**src/rtl/fetch_unit.sv**
```systemverilog
// fetch_unit: instruction fetch stage feeding the opcode control decoder.
// Owns the PC and keeps at most one instruction-memory request outstanding.
// A fetched word is held for decode until it is consumed. A branch redirect
// takes priority over everything else; a response that was already in
// flight when the redirect arrived is dropped.
// Optional build macro FETCH_PERF_CNT_EN adds the fetch/stall counters.
module fetch_unit #(
  parameter int                ADDR_W   = 64,
  parameter logic [ADDR_W-1:0] RESET_PC = '0
) (
  input  logic              clk,
  input  logic              rst_n,
  output logic              imem_req_valid,
  input  logic              imem_req_ready,
  output logic [ADDR_W-1:0] imem_addr,
  input  logic              imem_resp_valid,
  input  logic [31:0]       imem_resp_data,
  output logic              instr_valid,
  input  logic              instr_ready,
  output logic [31:0]       instr,
  output logic [ADDR_W-1:0] instr_pc,
  output logic [10:0]       opcode,
  input  logic              redirect_valid,
  input  logic [ADDR_W-1:0] redirect_pc
`ifdef FETCH_PERF_CNT_EN
  ,
  output logic [31:0]       fetch_count,
  output logic [31:0]       stall_count
`endif
);

  typedef enum logic [1:0] {
    S_REQ     = 2'd0,
    S_WAIT    = 2'd1,
    S_DELIVER = 2'd2
  } state_t;

  state_t            state_reg;
  logic [ADDR_W-1:0] pc_reg;
  logic [ADDR_W-1:0] instr_pc_reg;
  logic [31:0]       instr_reg;
  logic              discard_reg;
  logic              req_valid_reg;
  logic              instr_valid_reg;

  logic [ADDR_W-1:0] redirect_target;
  logic              req_fire;

  // Branch targets are word aligned; the low two bits are simply cleared.
  assign redirect_target = redirect_pc & ~ADDR_W'(3);
  assign req_fire        = req_valid_reg & imem_req_ready;

  assign imem_req_valid = req_valid_reg;
  assign imem_addr      = pc_reg;
  assign instr_valid    = instr_valid_reg;
  assign instr          = instr_reg;
  assign instr_pc       = instr_pc_reg;
  assign opcode         = instr_reg[31:21];

  // Fetch FSM: all outputs are registered. The request valid stays low in the
  // first cycle after reset release, so the first request issues one edge later.
  always_ff @(posedge clk or negedge rst_n) begin
    if (!rst_n) begin
      state_reg       <= S_REQ;
      pc_reg          <= RESET_PC;
      instr_pc_reg    <= '0;
      instr_reg       <= '0;
      discard_reg     <= 1'b0;
      req_valid_reg   <= 1'b0;
      instr_valid_reg <= 1'b0;
    end else begin
      case (state_reg)
        S_REQ: begin
          if (req_fire) begin
            // Request accepted; if redirected in the same cycle its data is stale.
            state_reg     <= S_WAIT;
            req_valid_reg <= 1'b0;
            if (redirect_valid) begin
              discard_reg <= 1'b1;
            end
          end else begin
            req_valid_reg <= 1'b1;
          end
          if (redirect_valid) begin
            pc_reg <= redirect_target;
          end
        end
        S_WAIT: begin
          if (imem_resp_valid) begin
            if (discard_reg || redirect_valid) begin
              discard_reg   <= 1'b0;
              state_reg     <= S_REQ;
              req_valid_reg <= 1'b1;
            end else begin
              instr_reg       <= imem_resp_data;
              instr_pc_reg    <= pc_reg;
              instr_valid_reg <= 1'b1;
              state_reg       <= S_DELIVER;
            end
          end else if (redirect_valid) begin
            // Still one response owed by memory; mark it to be dropped.
            discard_reg <= 1'b1;
          end
          if (redirect_valid) begin
            pc_reg <= redirect_target;
          end
        end
        S_DELIVER: begin
          if (redirect_valid) begin
            pc_reg          <= redirect_target;
            instr_valid_reg <= 1'b0;
            req_valid_reg   <= 1'b1;
            state_reg       <= S_REQ;
          end else if (instr_ready) begin
            pc_reg          <= pc_reg + ADDR_W'(4);
            instr_valid_reg <= 1'b0;
            req_valid_reg   <= 1'b1;
            state_reg       <= S_REQ;
          end
        end
        default: begin
          state_reg       <= S_REQ;
          req_valid_reg   <= 1'b0;
          instr_valid_reg <= 1'b0;
          discard_reg     <= 1'b0;
        end
      endcase
    end
  end

`ifdef FETCH_PERF_CNT_EN
  logic fetch_event;
  logic stall_event;

  assign fetch_event = instr_valid_reg & instr_ready;
  assign stall_event = ((state_reg == S_REQ)  & ~imem_req_ready) |
                       ((state_reg == S_WAIT) & ~imem_resp_valid);

  // Saturating performance counters for delivered instructions and stall cycles.
  always_ff @(posedge clk or negedge rst_n) begin
    if (!rst_n) begin
      fetch_count <= '0;
      stall_count <= '0;
    end else begin
      if (fetch_event && (fetch_count != 32'hFFFF_FFFF)) begin
        fetch_count <= fetch_count + 32'd1;
      end
      if (stall_event && (stall_count != 32'hFFFF_FFFF)) begin
        stall_count <= stall_count + 32'd1;
      end
    end
  end
`endif

endmodule
```
**config.mk**
```make
export PLATFORM = sky130hd
export DESIGN_NAME = fetch_unit
export DESIGN_NICKNAME = d
export VERILOG_FILES = /design/src/rtl/fetch_unit.sv
export SDC_FILE = /design/constraint.sdc
export NUM_CORES = 1
export LEC_CHECK = 0
export CAP_MARGIN = 5
export CORE_ASPECT_RATIO = 1.2
export CORE_MARGIN = 2
export CORE_UTILIZATION = 40
export CTS_BUF_LIST = sky130_fd_sc_hd__clkbuf_16
export DETAILED_ROUTE_END_ITERATION = 6
export DONT_BUFFER_PORTS = 1
export GPL_TIMING_DRIVEN = 0
export PLACE_DENSITY = 0.56
export REMOVE_ABC_BUFFERS = 1
export SYNTH_ARGS = -nofsm -noshare
export SYNTH_HDL_FRONTEND = slang
export SYNTH_SLANG_ARGS = --single-unit
```
**constraint.sdc**
```tcl
create_clock -name clk -period 3 [get_ports clk]
set_input_delay 0.6 -clock clk [delete_from_list [all_inputs] [get_ports clk]]
set_output_delay 0.6 -clock clk [all_outputs]
set_load 0.005 [all_outputs]
```
# After elaboration in Yosys (flattened, before gate mapping)
# Index checks and enable logic that the tools add are counted.
# word_totals
reg_bits,165
latch_bits,0
mem_bits_rw,0
rom_bits,0
out_inout_bits,173
wordCells,57
mem_count,0
# classes
n_addsub,1
multipliers,0
n_div,0
order_cmp,0
n_eq_ne,9
shifts,0
muxes,26
n_bitwise,4
n_reduce_logical,10
# op_table
cell,n
64-bit 2-to-1 mux,3
64-bit case mux with 2 select lines,1
64-bit by 3-bit adder with 64-bit output (second input constant),1
3-bit AND reduction,5
1-bit 2-to-1 mux,13
2-bit 2-to-1 mux,5
1-bit case mux with 3 select lines,3
2-bit inequality test (second input constant),4
3-bit inequality test (second input constant),2
2-bit case mux with 3 select lines,1
4-bit AND reduction,1
1-bit inverter,3
2-bit by 1-bit equality test with 1-bit output (second input constant),1
2-bit equality test (second input constant),1
2-bit zero test,1
2-bit by 1-bit inequality test with 1-bit output (second input constant),1
2-bit nonzero test,1
2-bit OR reduction,1
1-bit AND,1
1-bit logical OR,1

# Longest topological paths before layout
# logic_depth
ltp_word,4
ltp_mapped,10
mapped_depth_nobuf,7

# Least setup slack after synthesis
# No wires, ideal clock.
# synth_path
path_kind,flip-flop to flip-flop
startpoint,register state_reg[1]
endpoint,"register instr_reg[0], in the netlist instr[0]"
setup_time_ns,0.125
t_arrival_ns,2.140
required_ns,2.875
slack_ns,0.735
path_stages_with_launch,9
synth_period_minus_slack_ns,2.265
cell_sequence,dfrtp_1 inv_1 ha_1 nor3b_1 and2_1 clkbuf_1 clkbuf_1 buf_2 mux2_2
# synth_between
elab_chain_cells,2
# synth_rtl
item,line,rtl
from (decl),38,state_t state_reg;
from (signal assigned),64,state_reg <= S_REQ;
from (signal assigned),76,state_reg <= S_WAIT;
from (signal assigned),92,state_reg <= S_REQ;
2-bit by 1-bit equality test with 1-bit output,72,case (state_reg)
3-bit AND reduction (no source line),-,
to (signal assigned),95,instr_reg <= imem_resp_data;
to (decl),41,logic [31:0] instr_reg;
# Every way passes these cells.
# A chain may end at the register's enable or synchronous reset.

# Worst setup path after layout
# layout_path
startpoint,register state_reg[0]
endpoint,"register pc_reg[62], in the netlist imem_addr[62]"
# layout_between
elab_chain_cells,4
elab_cells_between_ends,9
# layout_rtl
item,line,rtl
2-bit by 1-bit equality test with 1-bit output / 2-bit zero test (equally long branches),72,
2-bit OR reduction (no source line),-,
2-bit by 1-bit inequality test with 1-bit output (no source line) / 2-bit nonzero test (equally long branches),-,
3-bit AND reduction (no source line),-,
to (signal assigned),85,pc_reg <= redirect_target;
to (signal assigned),105,pc_reg <= redirect_target;
to (signal assigned),110,pc_reg <= redirect_target;
to (decl),39,logic [ADDR_W-1:0] pc_reg;
# Parallel ways exist; a longest one is shown, timed or not.

==> run_results.csv <==
group,metric,value,unit
die,rows,57,
synth,avgSynthCellArea,10.51,um2
critical_path,startpoint_type,"flop",
grt,grt_antenna_before_repair,1,
sta,slew_headroom,26.23,%
cells_and_area,syn_to_final_growth,9.627,%
pwr,ir_worst_vdd,0.0004854,V
synth,syn_inst,789,
grt,grtUsageTotal,21.25,%
synth,ys_ff_latch,161,
clock_tree,cts_buffers,17,
place,place_hpwl,16250,um
place,place.gp.congestion,0.8139,
sta,fin_skew,10.20,ps
sta,min_period_over_period,91.06,%
grt,grt_start_max_net_pins,162,
route,wl,23640,um
die,core_area,20330,um2
cells_and_area,nets,854,
grt,grt_pass1_wl,36540,um
route,drc,0,
clock_tree,cts.clk_slew.worst_paths,70,ps
route,drtIter0Drc,489,
critical_path,slowest_stage,"or2_4",
grt,grt_pass1_vias,6435,
synth,yosys.area.top_type,"dfrtp_1",
clock_tree,cts.path.max_buffers,2,
synth,syn_area,8292,um2
critical_path,cpPeakStageDelay,690,ps
flow_run,cap_violations,0,
sta,period_minus_slack,2732,ps
route,first_pass_iters,5,
die,die_x,135.4,um
pwr,p_per_area,1048,nW/um2
critical_path,crit_chain,"inv_1 -> ha_1 -> nand2b_1 -> a21oi_2 -> or2_4 -> o21ai_0 -> a211o_1",
place,io_buffer_count,0,
status,violations,"hold timing",
pwr,power_leakage,3.565,nW
critical_path,crit_path_end_kind,"flop",
sta,hold_viol_final,161,
sta,slew_violations,0,
synth,synth_area_leaders,"dfrtp_1 49%, mux2_2 13%, nand4_1 3.0%",
synth,synth-edff-count,0,
clock_tree,cts_tree,"done",
route,via_per_inst,6.316,
grt,gr-total-overflow,0,
die,start_util,40.79,%
die,dieArea,21900,um2
synth,synth_warnings,0,
route,routed-via-count,6474,
clock_tree,cts-root-buf,"clkbuf_16",
sta,rsz0062_at_grt,"false",
clock_tree,cts_sinks,161,
clock_tree,clk_latency,440,ps
synth,yosys.area.top_type_share,48.59,%
cells_and_area,layout_commonest_cell,"dfrtp_1",
cells_and_area,layout_common_cells,"161 x dfrtp_1, 96 x mux2_2, 47 x nor2_1, 43 x nand2_1",
clock_tree,h-tree-depth,4,
synth,synth_cell_types,65,
route,ant_nets,0,
status,status,"finished, violations left",
critical_path,worstSetupPathType,"reg -> reg",
die,die_h,161.7,um
sta,holdWs,-141.8,ps
place,placedCellCount,992,
sta,setup_viol,0,
hold_path,hp-class,"in -> async",
route,wl_per_cell,23.07,um
synth,synth-main-ff-cell,"dfrtp_1",
synth,yosysSeqAreaShare,48.59,%
clock_tree,post_cts_buffers,0,
critical_path,path_max_fanout,59,
sta,fmax,366.0,MHz
cells_and_area,layout.cells.non_filler,1025,
sta,worstMarginPinSlew,1098,ps
sta,tns,0,ps
synth,synthArstFlopShare,100.0,%
die,pin_count,275,
cells_and_area,drive_gt1_share,21.08,%
critical_path,cp.arrival,3050,ps
critical_path,cp.required,3320,ps
-- through the flow --
step | area [um2] | worst slack (ps) | utilization (%) | power (mW)
after floorplan | 7950 | -2709 | - | 6.329
after global placement | 8282 | -5653 | 40.74 | 7.207
final | 9090 | 268.1 | 44.72 | 9.524
after detailed placement | 8496 | -99.87 | 41.80 | 7.412
after CTS | 9081 | 108.8 | 44.68 | 9.613
after global routing | 9087 | 57.60 | 44.71 | 10.14
-- metal layers --
layer  GRT usage [%]  up-vias  part of all wire (%)
li1                -     2898                     -
met1           26.47     3253                    40
met2           34.63      293                    49
met3           7.054       30                    10
met4           7.386        0                   1.5
met5               0        -                     0
-- logic make-up (layout without fill, tap and decap cells) --
| logic type | count (synthesis) | count (layout) | synth area share [%] |
|---|---|---|---|
| simple gates | 278 | 278 | 18.61 |
| flops | 161 | 161 | 48.59 |
| compound gates | 162 | 162 | 13.72 |
| buf+inv | 81 | 48 | 4.618 |
| other cells | 1 | 5 | 0.04523 |
| mux | 100 | 100 | 13.52 |
| fa+ha+maj | 6 | 6 | 0.9054 |
-- synthesized netlist by cell type (all sizes together), types with 3 or more instances --
cell / n
dfrtp: 161
mux2: 96
nor2: 49
nand2: 43
a21oi: 41
nand4: 40
nand3: 39
buf: 37
clkbuf: 36
nor3: 24
nor4: 21
and3: 18
o21ai: 17
o22ai: 17
a2bb2oi: 15
o22a: 13
and4: 11
and2: 8
inv: 8
a211oi: 7
a31oi: 7
a41oi: 6
ha: 6
a22o: 4
a311oi: 4
mux2i: 4
nand2b: 4
nor3b: 4
or3: 4
a211o: 3
a41o: 3
nor4b: 3
o211ai: 3
or2: 3
or4: 3
-- worst paths after layout --
| path | endpoint | slack [ps] | startpoint | cells past startpoint |
|---|---|---|---|---|
| min in group clk | imem_addr[56] | 280 | redirect_pc[56] | 2 |
| max reg2reg | imem_addr[62] | 270 | state_reg[0] | 7 |
| max in group asynchronous | instr_pc[13] | 2830 | rst_n | 0 |
| min reg2reg | instr_pc[58] | 540 | instr_pc[58] | 1 |
| min | imem_req_valid | -140 | rst_n | 0 |
| max | imem_addr[62] | 270 | state_reg[0] | 7 |
-- worst max-delay path: cells and delay by family (launching register included) --
| kind | cells | cell delay [ps] |
|---|---|---|
| compound gates | 3 | 950 |
| fa+ha+maj | 1 | 280 |
| flops | 1 | 430 |
| buf+inv | 1 | 160 |
| simple gates | 2 | 790 |
-- area by class of cell --
class                      count  area (um2)
antenna                        1       2.502
multi-input combinational    550        3940
sequential                   161        4029
tap                          265       331.6
inverter                       8       30.03
clock inverter                15       157.7
clock buffer                  17       425.4
timing repair buffer           8       173.9
fill                        1906       11240
-- power by group --
| part | switching, mW | internal, mW |
|---|---|---|
| registers | 1.42 | 3.21 |
| logic | 1.33 | 1.39 |
| clock network | 1.05 | 1.12 |
-- repair_timing --
item | in CTS | in global routing
gates resized for setup | 1 | 0
endpoints found under the hold margin | 161 | 161
endpoints found under the setup margin | 3 | 0
Power figures use the tool's default switching activity.
